$ cat src/rtl/systolic_pkg.sv
// Shared types and defaults for the systolic array feed controller.
package systolic_pkg;

   localparam int DIM_DEFAULT = 8;

   typedef enum logic [2:0] {
      ST_IDLE,
      ST_LOAD,
      ST_FEED,
      ST_DRAIN,
      ST_DONE
   } state_t;

   function automatic int max_int(input int a, input int b);
      return (a > b) ? a : b;
   endfunction

endpackage

$ cat src/rtl/systolic_feed_ctrl.sv
// Sequences one matrix pass: load DIM operand rows, skew them through the array,
// flush the array, then pulse done.
module systolic_feed_ctrl
   import systolic_pkg::*;
#(
   parameter int DIM       = DIM_DEFAULT,
   parameter int DRAIN_CYC = 2*DIM-2
) (
   input  logic                   clk,
   input  logic                   rst,
   input  logic                   start,
   input  logic                   abort,
   input  logic                   hold,
   input  logic                   row_valid,
   output logic                   row_ready,
   output logic                   mem_wren,
   output logic                   mem_en,
   output logic [$clog2(DIM)-1:0] mem_row,
   output logic                   mac_en,
   output logic                   mac_clr,
   output logic                   busy,
   output logic                   done
);

   localparam int ROW_W  = $clog2(DIM);
   localparam int PH_MAX = max_int(DIM-1, DRAIN_CYC);
   localparam int PH_W   = (PH_MAX > 1) ? $clog2(PH_MAX+1) : 1;

   localparam logic [ROW_W-1:0] ROW_LAST   = ROW_W'(DIM-1);
   localparam logic [PH_W-1:0]  FEED_LAST  = PH_W'(DIM-2);
   localparam logic [PH_W-1:0]  DRAIN_LAST = PH_W'(DRAIN_CYC-1);

   state_t           state_q;
   logic [ROW_W-1:0] row_q;
   logic [PH_W-1:0]  phase_q;
   logic             first_q;

   always_ff @(posedge clk or posedge rst) begin
      if (rst) begin
         state_q <= ST_IDLE;
         row_q   <= '0;
         phase_q <= '0;
         first_q <= 1'b0;
      end else if (abort && state_q != ST_IDLE) begin
         state_q <= ST_IDLE;
         row_q   <= '0;
         phase_q <= '0;
         first_q <= 1'b0;
      end else begin
         case (state_q)
            ST_IDLE: begin
               if (start) begin
                  state_q <= ST_LOAD;
                  first_q <= 1'b1;
               end
            end
            ST_LOAD: begin
               // mac_clr only marks the opening LOAD cycle, stalled or not
               first_q <= 1'b0;
               if (row_valid) begin
                  if (row_q == ROW_LAST) begin
                     row_q   <= '0;
                     state_q <= ST_FEED;
                  end else begin
                     row_q <= row_q + ROW_W'(1);
                  end
               end
            end
            ST_FEED: begin
               if (!hold) begin
                  if (phase_q == FEED_LAST) begin
                     phase_q <= '0;
                     state_q <= ST_DRAIN;
                  end else begin
                     phase_q <= phase_q + PH_W'(1);
                  end
               end
            end
            ST_DRAIN: begin
               if (!hold) begin
                  if (phase_q == DRAIN_LAST) begin
                     phase_q <= '0;
                     state_q <= ST_DONE;
                  end else begin
                     phase_q <= phase_q + PH_W'(1);
                  end
               end
            end
            ST_DONE: state_q <= ST_IDLE;
            default: state_q <= ST_IDLE;
         endcase
      end
   end

   // Handshake outputs decode straight from state so reset clears them at once
   assign row_ready = (state_q == ST_LOAD);
   assign mem_wren  = (state_q == ST_LOAD) && row_valid;
   assign mem_en    = ((state_q == ST_FEED) || (state_q == ST_DRAIN)) && !hold;
   assign mem_row   = row_q;
   assign mac_en    = mem_wren || mem_en;
   assign mac_clr   = (state_q == ST_LOAD) && first_q;
   assign busy      = (state_q == ST_LOAD) || (state_q == ST_FEED) || (state_q == ST_DRAIN);
   assign done      = (state_q == ST_DONE);

endmodule

$ cat config.mk
export PLATFORM = sky130hd
export DESIGN_NAME = systolic_feed_ctrl
export DESIGN_NICKNAME = d
export VERILOG_FILES = /design/src/rtl/systolic_pkg.sv /design/src/rtl/systolic_feed_ctrl.sv
export SDC_FILE = /design/constraint.sdc
export NUM_CORES = 1
export LEC_CHECK = 0
export CAP_MARGIN = 20
export CORE_MARGIN = 3
export CORE_UTILIZATION = 48
export DETAILED_ROUTE_END_ITERATION = 6
export PLACE_DENSITY = 0.72
export SLEW_MARGIN = 20
export SYNTH_ARGS = -nofsm -noshare
export SYNTH_HDL_FRONTEND = slang
export SYNTH_SLANG_ARGS = --single-unit
export TNS_END_PERCENT = 20
$ cat constraint.sdc
create_clock -name clk -period 2.1 [get_ports clk]
set_input_delay 0.63 -clock clk [delete_from_list [all_inputs] [get_ports clk]]
set_output_delay 0.63 -clock clk [all_outputs]
set_load 0.05 [all_outputs]
==> run summary <==
The run finished, with violations left. The checks that failed: negative setup slack. The number of placed cells counting well taps was 118. TritonCTS built the clock tree.

The run gives 16 as the top-level port count. The worst path needs 2.10 ns of the cycle, external delays included. The final routed DRC violation total was 0; the number of flip-flops and latches in the synthesized netlist was 11. For the final non-filler cell area, the log shows 1070 µm².

The worst slew margin relative to its limit is 71.5%, and the number of pins exceeding their max-slew limit in the final report is 0. The combinational cell fraction of total power is 65.7%. The tools report the initial antenna violation count as 0. The synthesized-area fraction occupied by ao, oa, aoi and oai cells came out at 22.8%.

The logs give 0.00149 W for the total design power and 0 for the count of antenna diodes in the layout. The synthesized netlist contains 34 unique library cells. Pre-CTS setup slack: -0.337 ns. The largest total area in the synthesized netlist belongs to dfrtp_1.

Derived from the worst setup path, the maximum achievable clock frequency is 475 MHz. The run gives 746 µm² as the synthesized cell area. The library cell used most frequently in the layout, excluding fill and tap cells, is nor2_1. In this run, synthesis inferred 0 flip-flops with an integrated enable. STA classifies the critical path endpoint as an output port. The first routing iteration left 27 violations.

The share of async-settable or async-resettable flops after synthesis is 100%. For this run, the detailed router's first-pass iteration total came to 5. At the end of routability-driven placement, the weighted congestion stood at 0.875. The startpoint of the worst setup timing path was hold. The share of the clock period used by the worst path is 100%, and the clock edge transition at the registers on the reported setup and hold paths is 0.07 ns. The slowest stage of the critical path belongs to the cell or3b_4. At the worst endpoint, the arrival time is 1.47 ns. The total of buffers placed on input and output ports is 15, and the number of H-tree branching levels is 1.

Hold is met by 0.514 ns. The placed instances occupy a cell area of 1020 µm². Traced cell by cell, the critical path runs through buf_6 > or3b_4 > clkinvlp_4 > or2_4 > buf_12. The tools report the pin count of the biggest net entering global routing as 15. In this run the static leakage power is 0.499 nW.

At the worst endpoint, the required time is 1.47 ns. The later pin in the worst-skew pair is clocked with a latency of 0.27 ns. The top cell family by delay on the critical path is simple AND/OR/NAND/NOR gates. Once the floorplan was initialized, standard cells occupied 53.9% of the core. Counting along the longest clock path gives a buffer depth of 2.

The run gives 3 as the TritonCTS buffer count. Wires add up to 1760 µm. The worst-path maximum fanout was 2. The horizontal die dimension came out at 45.4 µm. STA classifies the critical path startpoint as a primary input. Leaving out filler cells and counting taps, the final layout contains 124. In this run the power density over the cells is 1390 nW/µm². The logs give 1 for the final number of setup-violating endpoints and 681 for the number of global-route vias before repair. In the layout the commonest cells are nor2_1 (16), buf_4 (11), a21oi_1 (8), dfrtp_1 (8), buf_12 (8). The analysis attributes to net switching a power of 0.000688 W.

The startpoint identified for the worst register-to-register timing path is state_q[0]. The switching share of power is 46.2%, and the worst setup margin is -0.00380 ns. The root cell of the clock tree is clkbuf_4. The synthesized netlist devotes 0% of its cell area to XOR and XNOR gates. After synthesis, the largest family of logic cells by area is simple AND/OR/NAND/NOR gates. The internal power of the cells totals 0.000802 W. The number of buffers and inverters on the critical path is 3.

Summed over its instances, the top area cell type makes up 36.9% of the synthesized netlist area. Of the total power, registers draw 24.6%. By area the synthesized netlist is led by dfrtp_1 (37%), nor2_1 (8.1%), a21oi_1 (5.4%). The via count normalized by instance count is 5.96, and the final-stage net count is 118.

The floorplan step defined a die boundary enclosing 2060 µm². After synthesis, flip-flops and latches occupy 36.9% of the total area. IR analysis of the VDD net gives a maximum drop of 907 µV. Global routing finished with a remaining overflow of 0. Of the total synthesized cell area, the portion taken by AND, OR, NAND and NOR gates is 28.0%.

Final hold violation count: 0. The region available for standard cell placement spans 1380 µm². Detailed routing inserted a total of 739 vias.

The first-pass GRT wire length was 2760 µm. The worst hold path begins at first_q. The fraction of synthesized area in multiplexers is 2.68%, and the y dimension of the die is 45.4 µm. Setup repair after global routing could not meet its margin everywhere.

The number of antenna-violating nets in the routed design was 0; the delay of the slowest cell on the worst path was 0.40 ns. The type of the worst min-delay path was flop to flop. Row generation in the floorplan step produced 13 rows. The area growth from synthesis to layout works out to 44.1%. The filler cells instantiated in the layout total 94. Of the cells placed in the final design, the portion with a size suffix greater than 1 is 30.3%.

Each instance of the synthesized netlist takes up on average 8.67 µm². Synthesis handed over a netlist of 86 instances. Of the total synthesized cell area, the portion taken by full adders, half adders and majority gates is 3.36%. Hold repair after CTS inserted 0 buffers.

Summed over all nets, the half-perimeter wirelength after detailed placement is 1340 µm. Across every metal layer, demand over resource in global routing totals 18.9%. The worst setup path is of the primary input to output port kind. Total number of yosys warnings: 0. At the pin with the least slew margin, the transition time is 0.427 ns.

The number of nets in the synthesized netlist is 94. For the final database, setup skew stands at 0.000327 ns. Predominant post-synthesis flop cell: dfrtp_1. The logs give 11 for the total number of clock tree sinks and 0 for the count of maximum capacitance violations.

Clock network power share: 9.7%. The wire length per cell is 14.2 µm.
[cell type report]
| cell class | count | area, µm² | share of cell area [%] |
|---|---|---|---|
| clock inverters | 1 | 5.00 | 0.466 |
| clock buffers | 3 | 22.5 | 2.10 |
| multi-input cells | 65 | 434 | 40.4 |
| well taps | 15 | 18.8 | 1.75 |
| inverters | 5 | 22.5 | 2.10 |
| repair buffers | 24 | 293 | 27.2 |
| flip-flops and latches | 11 | 279 | 26.0 |
[state kept, by name, indices dropped and copies added, names as in the netlist]
| signal | flops |
|---|---|
| phase_q | 4 |
| mem_row | 3 |
| state_q | 3 |
| first_q | 1 |
[per-stage QoR]
| stage | util, % | TNS [ns] |
|---|---|---|
| 4_1_cts | 77.0 | -0.0194 |
| 5_1_grt | 77.7 | -0.0241 |
| 6_report | 77.7 | -0.00380 |
| 3_5_place_dp | 74.0 | -0.768 |
| 3_3_place_gp | 74.0 | -0.770 |
| 2_1_floorplan | - | -0.0234 |
[power by group through the flow]
stage	Clock (W)	Sequential, W	Combinational [W]
detailed placement	0	0.000366	0.000955
floorplan	0	0.000367	0.000564
CTS	0.000149	0.000359	0.000983
global route	0.000165	0.000375	0.00104
finish	0.000145	0.000367	0.000978
global placement	0	0.000360	0.000940
[worst reg2reg max path, delay by kind of cell, from the launching register on]
| kind | cells | cell delay, ns |
|---|---|---|
| DFF | 1 | 0.51 |
| AOI/OAI and AO/OA | 2 | 0.47 |
| and+or+nand+nor | 2 | 0.64 |
[worst paths after layout]
kind	endpoint	cells past startpoint	slack (ns)
max	mac_en	5	-0.004
min	first_q	2	0.51
max reg2reg	state_q[1]	4	0.37
min reg2reg	first_q	2	0.51
max in group asynchronous	state_q[2]	2	1.13
min in group asynchronous	mem_row[2]	2	0.65
[what timing repair did]
action	4_1_cts	5_1_grt
setup buffers	1	1
resized for setup	8	2
endpoints found under the setup margin	3	4
pin swaps	2	1
cloned	0	0
[synthesized netlist by cell type (2+ instances only)]
master / count
clkbuf_1: 2
nand2b_1: 4
a21o_1: 2
nor2_1: 16
a32o_1: 2
dfrtp_1: 11
o21ai_0: 2
inv_1: 5
mux2i_1: 2
ha_1: 2
nand2_1: 3
buf_4: 2
and3_1: 2
a21oi_1: 8
a311oi_1: 3
nand3b_1: 2
[layer usage]
metal | share of wire, % | vias to the layer above | global-route usage, %
met4 | 1.4 | 0 | 6.43
met2 | 50 | 28 | 31.5
met5 | 0 | - | 0
met3 | 5.7 | 4 | 6.32
met1 | 43 | 352 | 22.4
li1 | - | 355 | -
[logic make-up (layout without fill, tap and decap cells)]
group | Yosys count | after routing
buffers and inverters | 10 | 33
flip-flops | 11 | 11
AND/OR/NAND/NOR | 38 | 38
AO/OA/AOI/OAI | 23 | 23
adder cells (fa/ha/maj) | 2 | 2
multiplexers | 2 | 2
No activity file was read; power rests on OpenSTA's default activity.
